### src/rtl/muldiv_seq.sv
// Iterative RV32M multiply/divide sequencer: 32-step shift-add multiply or restoring divide
// on operand magnitudes, followed by one sign-fix cycle and a one-cycle DONE pulse.
`timescale 1ns/1ps
module muldiv_seq #(
  parameter int XLEN = 32
) (
  input  logic            clk,
  input  logic            rst_n,
  input  logic            start,
  input  logic [2:0]      op,
  input  logic [XLEN-1:0] data1,
  input  logic [XLEN-1:0] data2,
  input  logic            flush,
  output logic            busy,
  output logic            done,
  output logic [XLEN-1:0] result
);

  localparam int CNT_W = $clog2(XLEN);

  localparam logic [2:0] OP_MUL    = 3'b000;
  localparam logic [2:0] OP_MULHSU = 3'b010;
  localparam logic [2:0] OP_MULHU  = 3'b011;
  localparam logic [2:0] OP_DIV    = 3'b100;
  localparam logic [2:0] OP_DIVU   = 3'b101;
  localparam logic [2:0] OP_REM    = 3'b110;
  localparam logic [2:0] OP_REMU   = 3'b111;

  typedef enum logic [1:0] {
    S_IDLE,
    S_CALC,
    S_FIX,
    S_DONE
  } state_t;

  function automatic logic [XLEN-1:0] cneg(input logic [XLEN-1:0] v, input logic neg);
    return neg ? (~v + 1'b1) : v;
  endfunction

  function automatic logic [2*XLEN-1:0] cneg2(input logic [2*XLEN-1:0] v, input logic neg);
    return neg ? (~v + 1'b1) : v;
  endfunction

  state_t            state, state_nxt;
  logic [2:0]        op_r;
  logic [CNT_W-1:0]  cnt;
  logic [XLEN-1:0]   acc_hi, acc_lo, opnd;
  logic              neg_res, neg_rem;

  logic              accept, load, iter, wr_res;
  logic [XLEN-1:0]   res_nxt;

  // Operand decode for a request presented on the input ports
  logic signed [XLEN-1:0] a_s, b_s;
  logic              sgn_a, sgn_b, neg_a, neg_b;
  logic [XLEN-1:0]   mag_a, mag_b;
  logic              div_zero, div_ovf, special;
  logic [XLEN-1:0]   special_res;

  assign a_s   = data1;
  assign b_s   = data2;
  assign sgn_a = (op != OP_MULHU) && (op != OP_DIVU) && (op != OP_REMU);
  assign sgn_b = sgn_a && (op != OP_MULHSU);
  assign neg_a = sgn_a && (a_s < 0);
  assign neg_b = sgn_b && (b_s < 0);
  assign mag_a = cneg(data1, neg_a);
  assign mag_b = cneg(data2, neg_b);

  assign div_zero = op[2] && (data2 == '0);
  assign div_ovf  = ((op == OP_DIV) || (op == OP_REM)) &&
                    (data1 == {1'b1, {(XLEN-1){1'b0}}}) && (data2 == '1);
  assign special  = div_zero || div_ovf;

  always_comb begin
    special_res = '0;
    if (div_zero) special_res = op[1] ? data1 : '1;
    else          special_res = op[1] ? '0 : {1'b1, {(XLEN-1){1'b0}}};
  end

  // One iteration step; multiply shifts right, divide shifts left
  logic [XLEN:0]     mul_sum, rem_sh, rem_diff;
  logic [XLEN-1:0]   hi_step, lo_step;

  always_comb begin
    mul_sum  = {1'b0, acc_hi} + (acc_lo[0] ? {1'b0, opnd} : '0);
    rem_sh   = {acc_hi, acc_lo[XLEN-1]};
    rem_diff = rem_sh - {1'b0, opnd};
    hi_step  = mul_sum[XLEN:1];
    lo_step  = {mul_sum[0], acc_lo[XLEN-1:1]};
    if (op_r[2]) begin
      if (!rem_diff[XLEN]) begin
        hi_step = rem_diff[XLEN-1:0];
        lo_step = {acc_lo[XLEN-2:0], 1'b1};
      end else begin
        hi_step = rem_sh[XLEN-1:0];
        lo_step = {acc_lo[XLEN-2:0], 1'b0};
      end
    end
  end

  // Sign correction and half selection
  logic [2*XLEN-1:0] prod;
  logic [XLEN-1:0]   quo, rem, fix_res;

  always_comb begin
    prod = cneg2({acc_hi, acc_lo}, neg_res);
    quo  = cneg(acc_lo, neg_res);
    rem  = cneg(acc_hi, neg_rem);
    if (!op_r[2]) fix_res = (op_r[1:0] == 2'b00) ? prod[XLEN-1:0] : prod[2*XLEN-1:XLEN];
    else          fix_res = op_r[1] ? rem : quo;
  end

  assign accept = ((state == S_IDLE) || (state == S_DONE)) && start && !flush;

  always_comb begin
    state_nxt = state;
    load      = 1'b0;
    iter      = 1'b0;
    wr_res    = 1'b0;
    res_nxt   = result;
    unique case (state)
      S_IDLE, S_DONE: begin
        state_nxt = S_IDLE;
        if (accept) begin
          if (special) begin
            state_nxt = S_DONE;
            wr_res    = 1'b1;
            res_nxt   = special_res;
          end else begin
            state_nxt = S_CALC;
            load      = 1'b1;
          end
        end
      end
      S_CALC: begin
        if (flush) begin
          state_nxt = S_IDLE;
        end else begin
          iter = 1'b1;
          if (cnt == '0) state_nxt = S_FIX;
        end
      end
      S_FIX: begin
        if (flush) begin
          state_nxt = S_IDLE;
        end else begin
          state_nxt = S_DONE;
          wr_res    = 1'b1;
          res_nxt   = fix_res;
        end
      end
      default: state_nxt = S_IDLE;
    endcase
  end

  always_ff @(posedge clk or negedge rst_n) begin
    if (!rst_n) state <= S_IDLE;
    else        state <= state_nxt;
  end

  always_ff @(posedge clk or negedge rst_n) begin
    if (!rst_n) begin
      op_r    <= '0;
      cnt     <= '0;
      acc_hi  <= '0;
      acc_lo  <= '0;
      opnd    <= '0;
      neg_res <= 1'b0;
      neg_rem <= 1'b0;
      result  <= '0;
    end else begin
      if (load) begin
        op_r    <= op;
        cnt     <= CNT_W'(XLEN - 1);
        acc_hi  <= '0;
        acc_lo  <= op[2] ? mag_a : mag_b;
        opnd    <= op[2] ? mag_b : mag_a;
        neg_res <= neg_a ^ neg_b;
        neg_rem <= neg_a;
      end else if (iter) begin
        cnt    <= cnt - 1'b1;
        acc_hi <= hi_step;
        acc_lo <= lo_step;
      end
      if (wr_res) result <= res_nxt;
    end
  end

  assign busy = (state == S_CALC) || (state == S_FIX);
  assign done = (state == S_DONE);

endmodule

### config.mk
export PLATFORM = sky130hd
export DESIGN_NAME = muldiv_seq
export DESIGN_NICKNAME = d
export VERILOG_FILES = /design/src/rtl/muldiv_seq.sv
export SDC_FILE = /design/constraint.sdc
export NUM_CORES = 1
export LEC_CHECK = 0
export CAP_MARGIN = 5
export CORE_MARGIN = 4
export CORE_UTILIZATION = 49
export DETAILED_ROUTE_END_ITERATION = 10
export HOLD_SLACK_MARGIN = 0.05
export PLACE_DENSITY_LB_ADDON = 0.08
export SLEW_MARGIN = 30
export SYNTH_ARGS = -nofsm -noshare
export SYNTH_HDL_FRONTEND = slang
export SYNTH_SLANG_ARGS = --single-unit
### constraint.sdc
create_clock -name clk -period 11.4 [get_ports clk]
set_clock_uncertainty 0.1 [all_clocks]
set_input_delay 2.28 -clock clk [delete_from_list [all_inputs] [get_ports clk]]
set_output_delay 2.28 -clock clk [all_outputs]
set_load 0.02 [all_outputs]
# Yosys cells after proc, flatten, opt, wreduce, memory -nomap -nowiden
# Cells that the tools add are included.
dict set report word_totals {
  register_bits 140
  inputBits 71
  n_memories 0
  ramBits 0
  romBits 0
  wordCells 105
  out_inout_bits 34
  latchBits 0
}
dict set report op_classes {
  n_lt_le_gt_ge 2
  eq_ne 15
  add_sub_neg 8
  bitwise_logic 6
  n_mux 42
  mul 0
  n_shift 0
  n_reduce_logical 23
  div_mod_pow 0
}
# operator count
set ops {}
lappend ops {{$mux W32} 23}
lappend ops {{$add A32 B1 Y32 const B} 4}
lappend ops {{$not A32 Y32} 4}
lappend ops {{$add A64 B1 Y64 const B} 1}
lappend ops {{$eq A32 B32 Y1 const B} 2}
lappend ops {{$lt A32 B1 Y1 const B} 2}
lappend ops {{$mux W64} 1}
lappend ops {{$not A64 Y64} 1}
lappend ops {{$pmux W32 S2} 1}
lappend ops {{$add A32 B32 Y33} 1}
lappend ops {{$sub A33 B32 Y33} 1}
lappend ops {{$logic_not A32 Y1} 1}
lappend ops {{$logic_and A1 B1 Y1} 10}
lappend ops {{$mux W2} 5}
lappend ops {{$mux W5} 2}
lappend ops {{$ne A3 B3 Y1 const B} 3}
lappend ops {{$mux W1} 8}
lappend ops {{$eq A3 B3 Y1 const B} 2}
lappend ops {{$ne A2 B2 Y1 const B} 3}
lappend ops {{$ne A3 B2 Y1 const B} 2}
lappend ops {{$pmux W2 S3} 1}
lappend ops {{$logic_not A5 Y1} 1}
lappend ops {{$reduce_and A5 Y1} 1}
lappend ops {{$sub A5 B1 Y5 const B} 1}
lappend ops {{9 further kinds} 15}

# Logic depth before layout (Yosys ltp)
# Gate-level depths: netlist (run 1).
dict set report logic_depth {
  depth_word 9
  ltp_mapped 16
}

# Worst setup path after synthesis (run 1)
# Ideal clock, no wire load.
dict set report synth_timing {
  path_type {input -> register}
  from {input port data2[12]}
  to {register result[28]}
  arrival_time_ps 4717
  stages 10
  required_time_ps 11176
  setup_ps 124
  n_path_buf 2
  setup_slack_ps 6459
  cell_sequence {or4_1 nor4_1 and3_1 nand2_1 nor3_1 o21bai_1 a211o_1 clkbuf_1 buf_2 a211o_1}
}
dict set report synth_via {
  elab_chain_len 7
}
# element line_no
set synth_lines {}
lappend synth_lines {{start: declaration} 12} ;# input logic [XLEN-1:0] data2,
lappend synth_lines {{$eq A32 B32 Y1 or $logic_not A32 Y1 (tied branches)} {71, 69}}
lappend synth_lines {{$logic_and A1 B1 Y1 (on tied branches)} {71, 69}}
lappend synth_lines {{$logic_or A1 B1 Y1} 72} ;# assign special = div_zero || div_ovf;
lappend synth_lines {{$mux W1} 125} ;# if (special) begin
lappend synth_lines {{$mux W1} 124} ;# if (accept) begin
lappend synth_lines {{$pmux W1 S2} 121} ;# unique case (state)
lappend synth_lines {{$reduce_and A5 Y1 (no source line)} --}
lappend synth_lines {{end signal: assignment} 185} ;# if (wr_res) result <= res_nxt;
lappend synth_lines {{end: declaration} 16} ;# output logic [XLEN-1:0] result
# Several ways; a longest one is shown, not always the timed one. The select of a mux whose other input is x is not followed.
# A chain may end at the register's enable or synchronous reset.

# Final worst setup path (run 1)
dict set report layout_timing {
  from {input port data1[15]}
  to {register acc_hi[30]}
}
dict set report layout_via {
  elab_chain_len 8
}
# element line_no
set layout_lines {}
lappend layout_lines {{start: declaration} 11} ;# input logic [XLEN-1:0] data1,
lappend layout_lines {{$eq A32 B32 Y1 (*)} 71} ;# (data1 == {1'b1, {(XLEN-1){1'b0}}}) && (data2 == '1);
lappend layout_lines {{$logic_and A1 B1 Y1 (*)} 70} ;# assign div_ovf = ((op == OP_DIV) || (op == OP_REM)) &&
lappend layout_lines {{$logic_and A1 B1 Y1 (*)} 71}
lappend layout_lines {{$logic_or A1 B1 Y1 (*)} 72}
lappend layout_lines {{$mux W1 (*)} 125}
lappend layout_lines {{$mux W1 (*)} 124}
lappend layout_lines {{$mux W1 (*)} 121}
lappend layout_lines {{$mux W32 or $reduce_bool A2 Y1 (tied branches)} --}
lappend layout_lines {{end signal: assignment} 182} ;# acc_hi <= hi_step;
lappend layout_lines {{end: declaration} 47} ;# logic [XLEN-1:0] acc_hi, acc_lo, opnd;
# Mark *: on every way between the ends. The rest lies on a longest branch, timed or not.

==> results of run 1 <==
==> layout by cell type (no fill, tap or decap), types with 22 or more instances in the layout <==
cell,instances
or3_1,22
a211oi_1,25
inv_1,70
nand3_1,30
nand2_1,245
mux2i_1,51
dfrtp_1,138
ha_1,75
nor2_1,180
o211ai_1,51
o21ai_0,226
clkdlybuf4s50_1,102
nor3_1,40
o31ai_1,34
xor2_1,97
a21o_1,39
xnor2_1,106
o221ai_1,30
a21oi_1,157
==> kinds of logic after synthesis <==
logic type	Yosys count	synth area share
AO/OA/AOI/OAI	673	0.282
AND/OR/NAND/NOR	647	0.200
buffers and inverters	223	0.0580
XOR/XNOR	203	0.119
flip-flops	140	0.235
adder cells (fa/ha/maj)	77	0.0656
multiplexers	59	0.0403
==> how the worst max path moves through the flow <==
stage / from / to / cells past startpoint
floorplan: data2[12] / result[28] / 10
global placement: data2[12] / acc_hi[30] / 11
detailed placement: data1[0] / opnd[6] / 11
CTS: data1[0] / opnd[6] / 11
global route: op[2] / acc_hi[20] / 11
finish: data1[15] / acc_hi[30] / 12
==> routing by layer <==
layer | GRT usage | vias up | share of wire | routed length [um]
li1 | - | 7256 | - | -
met1 | 0.474 | 7484 | 0.45 | 25000
met2 | 0.491 | 654 | 0.44 | 24500
met3 | 0.0508 | 106 | 0.075 | 4190
met4 | 0.113 | 2 | 0.034 | 1900
met5 | 0 | - | 0.00023 | 13
==> final cells by class <==
cell class                      count  area (sq um)
Fill cell                        2876         13100
Multi-Input combinational cell   1659         10600
Sequential cell                   140          3510
Timing Repair Buffer              123          1230
Tap cell                          390           488
Clock buffer                       18           429
Inverter                           72           270
Clock inverter                     14           184
==> registers in the layout, summed over array words and instances (netlist names), 2 cells and up <==
register,count
cnt,5
result,32
op_r,3
acc_hi,32
opnd,32
acc_lo,32
state,2
==> report_power, final <==
group	internal (mW)	total (mW)	switching [mW]	leakage, nW
clock	0.350	0.611	0.261	0.298
sequential	0.594	0.795	0.201	1.78
combinational	0.708	1.78	1.08	4.84
==> metrics by stage <==
| stage | cell area [sq um] | util | instances | worst slack (ns) | hold slack (ns) |
|---|---|---|---|---|---|
| finish | 16700 | 0.560 | 2416 | 5.42 | 0.376 |
| global route | 16700 | 0.560 | 2416 | 5.22 | 0.401 |
| CTS | 16600 | 0.558 | 2414 | 5.53 | 0.381 |
| detailed placement | 16000 | 0.538 | 2382 | 5.06 | 0.365 |
| global placement | 16000 | 0.537 | 2381 | 5.13 | 0.361 |
| floorplan | 14900 | - | 2022 | 6.46 | 0.350 |
==> critical path: stages <==
cell	delay, ns
clkdlybuf4s50_1	0.49
nor4_1	0.51
nand4b_1	0.23
nor2_1	0.26
nand4_1	0.22
nor4_1	0.53
nand2b_1	0.22
or3_2	0.13
buf_4	0.49
nand3_1	0.50
o22ai_1	0.24
a221o_1	0.16
==> results.md, run 1 <==
* I/O Buffers at 104
* Final Wtd Congestion at 0.995
* Syn avg cell area at 7.37 sq um
* CP startpoint kind: input port
* Post-Route WL at 55600 um
* Vias in the first global route at 14300
* Fmax at 0.167 GHz
* Routed wire per std cell at 23.0 um
* Vias at 15500
* Tightest Pin Transition at 1.01 ns
* Unrepaired setup endpoints after global routing: false
* Post-cts hold buffer count at 0
* Hold Path Origin: result[25]
* Die ar. at 33300 sq um
* R2R depth at 12
* Final count of hold timing violations at 0
* Post-CTS Repair Setup Buffers at 0
* Worst-Skew Late Latency at 0.45 ns
* Global-route wire length before repair at 84900 um
* Leakage at 6.93 nW
* Drt first-iter violations at 1910
* Post-synthesis sequential area ratio at 0.235
* HPWL after detailed placement at 42200 um
* Detailed-route vias per instance at 6.42
* Status: complete, no violations
* CP max FO at 53
* Max Cap Viol at 0
* Clock Pin Slew Worst Setup and Hold Paths at 0.07 ns
* Share of flip-flops with an asynchronous set or reset at 1.00
* Share of layout cells above drive strength 1 at 0.0499
* Relative slew slack at 0.328
* CTS Sinks at 140
* Hold Crit Depth at 1
* CP Data Arrival Time at 6.26 ns
* Worst Path Required at 11.68 ns
* VDD IR-drop max at 0.000128 V
* Setup CP Type: in -> reg
* Final setup viols at 0
* Worst hold endpoint: result[25]
* Top-count cell post-synth: nand2_1
* # rows at 63
* Hold/Removal Path Class: reg -> reg
* GR Util All Layers at 0.325
* # DRC at 0
* Clock root buffer: clkbuf_16
* CTS resizes at 0
* Layout Nets at 2161
* Final period util at 0.525
* I/O pin count at 105
* Maximum root-to-sink buffer count at 2
* CTS tree: built
* Final Max Tran Viols at 0
* DRT antenna net count at 0
* Min Tclk post-route at 5.98 ns
* Synth unique cells at 72
* Flop2flop setup slack at 6.84 ns
* Starting density of the core at 0.500
* #FFs+latches synth at 140
* Tot Pwr at 3.19 mW
* DR pass1 iterations at 8
* Most frequent cells after synthesis: nand2_1 (245), o21ai_0 (226), nor2_1 (181)
* Worst Setup End Kind: flip-flop
* Post-Syn Instances at 2022
* Die height at 182 um
* P&R area growth vs syn at 12.0%
* Number of synthesis warnings at 0
* Main flop type after synthesis: dfrtp_1
* Post-Syn Area at 14900 sq um
* Largest cells by area after synthesis: dfrtp_1 (23%), o21ai_0 (7.6%), ha_1 (6.3%)
* Inserted Diodes at 0
* CORE AREA at 29800 sq um
* Cell accounting for the most synthesized area: dfrtp_1
* RR Endpoint: acc_hi[25]
* Yosys top cell area share at 0.235
* Synth Net Count at 2170
* Grt total ovfl at 0
* Power density cells at 191 nW/um^2
* CTS buffer count at 17
* Reg2reg start: acc_lo[31]
* Depth of the CTS H-tree at 4
* Post-synth EDFFs at 0
* Post-Route Setup TNS at 0 ns
* Largest net degree at the start of global routing at 90
* Antenna violations before repair at 1
* Chip width at 182 um
Power figures use the tool's default switching activity.
==> run 2: changes to the inputs <==
Clock period 11.4 ns to 5.4 ns, I/O delays scaled along.
==> run 2 against run 1 <==
  * Sequential power up 110%
  * Combinational power is 110% higher
  * Power up 110%
  * First-iteration DRC count grew 3.5%
  * Flip-flop and latch count unchanged
  * Via count barely moved
  * Largest cell class unchanged
  * Die area stayed put
  * Cell area increased by 0.16%
  * Critical path depth is 1 lower
  * Critical path type unchanged
  * Critical endpoint is now result[16]
==> results.md, run 2 (synthesis results as in run 1) <==
* Status: complete, no violations
* Top Layer Used: met4
* DR pass1 iterations at 6
* Maximum root-to-sink buffer count at 2
* Share of layout cells above drive strength 1 at 0.0536
* Post-Route WL at 55600 um
* Reg area at 3510 sq um
* Wl on met1 at 24400 um
* I/O pin count at 105
* CP max FO at 41
* Commonest non-fill, non-tap cell in the layout: nand2_1
* Final period util at 0.845
* Detailed-route vias per instance at 6.39
* Post-Route Setup TNS at 0 ns
* Hold/Removal Path Class: reg -> reg
* Relative slew slack at 0.346
* FILL cells at 2914
* Post-cts hold buffer count at 0
* CTS resizes at 0
* Grt total ovfl at 0
* Vias at 15500
* Global-route wire length before repair at 85800 um
* HPWL after detailed placement at 42700 um
* Post-CTS Repair Setup Buffers at 0
* Commonest non-fill, non-tap cells in the layout: nand2_1 (245), o21ai_0 (226), nor2_1 (180), a21oi_1 (157), dfrtp_1 (138)
* Max Cap Viol at 0
* Clock root buffer: clkbuf_16
* Final Max Tran Viols at 0
* Tightest Pin Transition at 0.956 ns
* Setup CP Type: in -> reg
* Routed wire per std cell at 22.9 um
* Metal2 WL at 24400 um
* Drt first-iter violations at 1977
* Starting density of the core at 0.500
* Final setup viols at 0
* Clock Pin Slew Worst Setup and Hold Paths at 0.07 ns
* Unrepaired setup endpoints after global routing: false
* Inserted Diodes at 0
* Layout Nets at 2170
* Min Tclk post-route at 4.56 ns
* Detail Route met3 WL at 4740 um
* Die height at 182 um
* # rows at 63
* CP Data Arrival Time at 4.78 ns
* Final count of hold timing violations at 0
* # DRC at 0
* Worst Setup End Kind: flip-flop
* Final Wtd Congestion at 0.987
* DRT antenna net count at 0
* GR Util All Layers at 0.329
* CORE AREA at 29800 sq um
* CTS buffer count at 17
* I/O Buffers at 104
* Leakage at 6.96 nW
* VDD IR-drop max at 0.000277 V
* Largest net degree at the start of global routing at 112
* Worst Path Required at 5.61 ns
* Placed Cells at 2393
* CP startpoint kind: input port
* Fmax at 0.219 GHz
* CTS Sinks at 140
* Die ar. at 33300 sq um
* P&R area growth vs syn at 12.1%
* Power density cells at 402 nW/um^2
* Chip width at 182 um
* Worst-Skew Late Latency at 0.45 ns
* Vias in the first global route at 14200
* Area of the multi-input gates at 10600 sq um
* Depth of the CTS H-tree at 4
* Antenna violations before repair at 0
* CTS tree: built
* Non-Filler Instances at 2425
run 2: changes by cell type in the layout (fill, tap and decap cells not counted), sizes merged:
| cell | change |
|---|---|
| bufinv | -1 |
| clkbuf | -1 |
| inv | +2 |
| buf | +9 |
run 2: report_power, final:
| group | switching [mW] | leakage [nW] | total, mW | internal (mW) |
|---|---|---|---|---|
| Clock | 0.579 | 0.304 | 1.29 | 0.710 |
| Combinational | 2.30 | 4.87 | 3.79 | 1.49 |
| Sequential | 0.395 | 1.78 | 1.65 | 1.25 |
run 2: through the flow:
step | power [mW] | instance area (sq um) | hold slack [ns] | utilization | setup slack [ns]
2_1_floorplan | 4.30 | 14900 | 0.350 | - | 1.66
3_3_place_gp | 5.31 | 16100 | 0.362 | 0.540 | 0.550
3_5_place_dp | 5.36 | 16100 | 0.370 | 0.540 | 0.455
4_1_cts | 6.66 | 16700 | 0.386 | 0.561 | 0.941
5_1_grt | 7.18 | 16700 | 0.408 | 0.561 | 0.611
6_report | 6.73 | 16700 | 0.379 | 0.561 | 0.836
run 2: final timing paths:
path                            startpoint          to  slack, ns  cells past startpoint
worst max register to register  acc_lo[18]  result[13]       1.01                      9
min in group asynchronous            rst_n  acc_hi[25]       0.49                      1
max in group asynchronous            rst_n  result[16]       3.63                      2
worst min register to register  result[22]  result[22]       0.38                      2
worst max-delay path             data2[12]  result[16]       0.84                     11
worst min-delay path            result[22]  result[22]       0.38                      2
run 2: critical path: stages:
cell and delay (ns):
clkdlybuf4s50_1 0.50, or4_1 0.62, nor4_1 0.38, and3_1 0.26, nand2_1 0.12, nor3_1 0.44, o21bai_1 0.25, a211o_2 0.64
buf_4 0.31, nand2_1 0.08, o21ai_0 0.08
run 2: cell type report:
class / instances / area share
clock buffer: 17 / 0.0254
clock inverter: 15 / 0.0120
inverter: 72 / 0.0162
multi-input combinational: 1659 / 0.632
sequential: 140 / 0.210
tap: 390 / 0.0292
timing repair buffer: 132 / 0.0755
run 2: per-layer routing:
metal,GRT usage,up-vias
li1,-,7271
met1,0.470,7470
met2,0.490,665
met3,0.0710,92
met4,0.118,0
met5,0,-
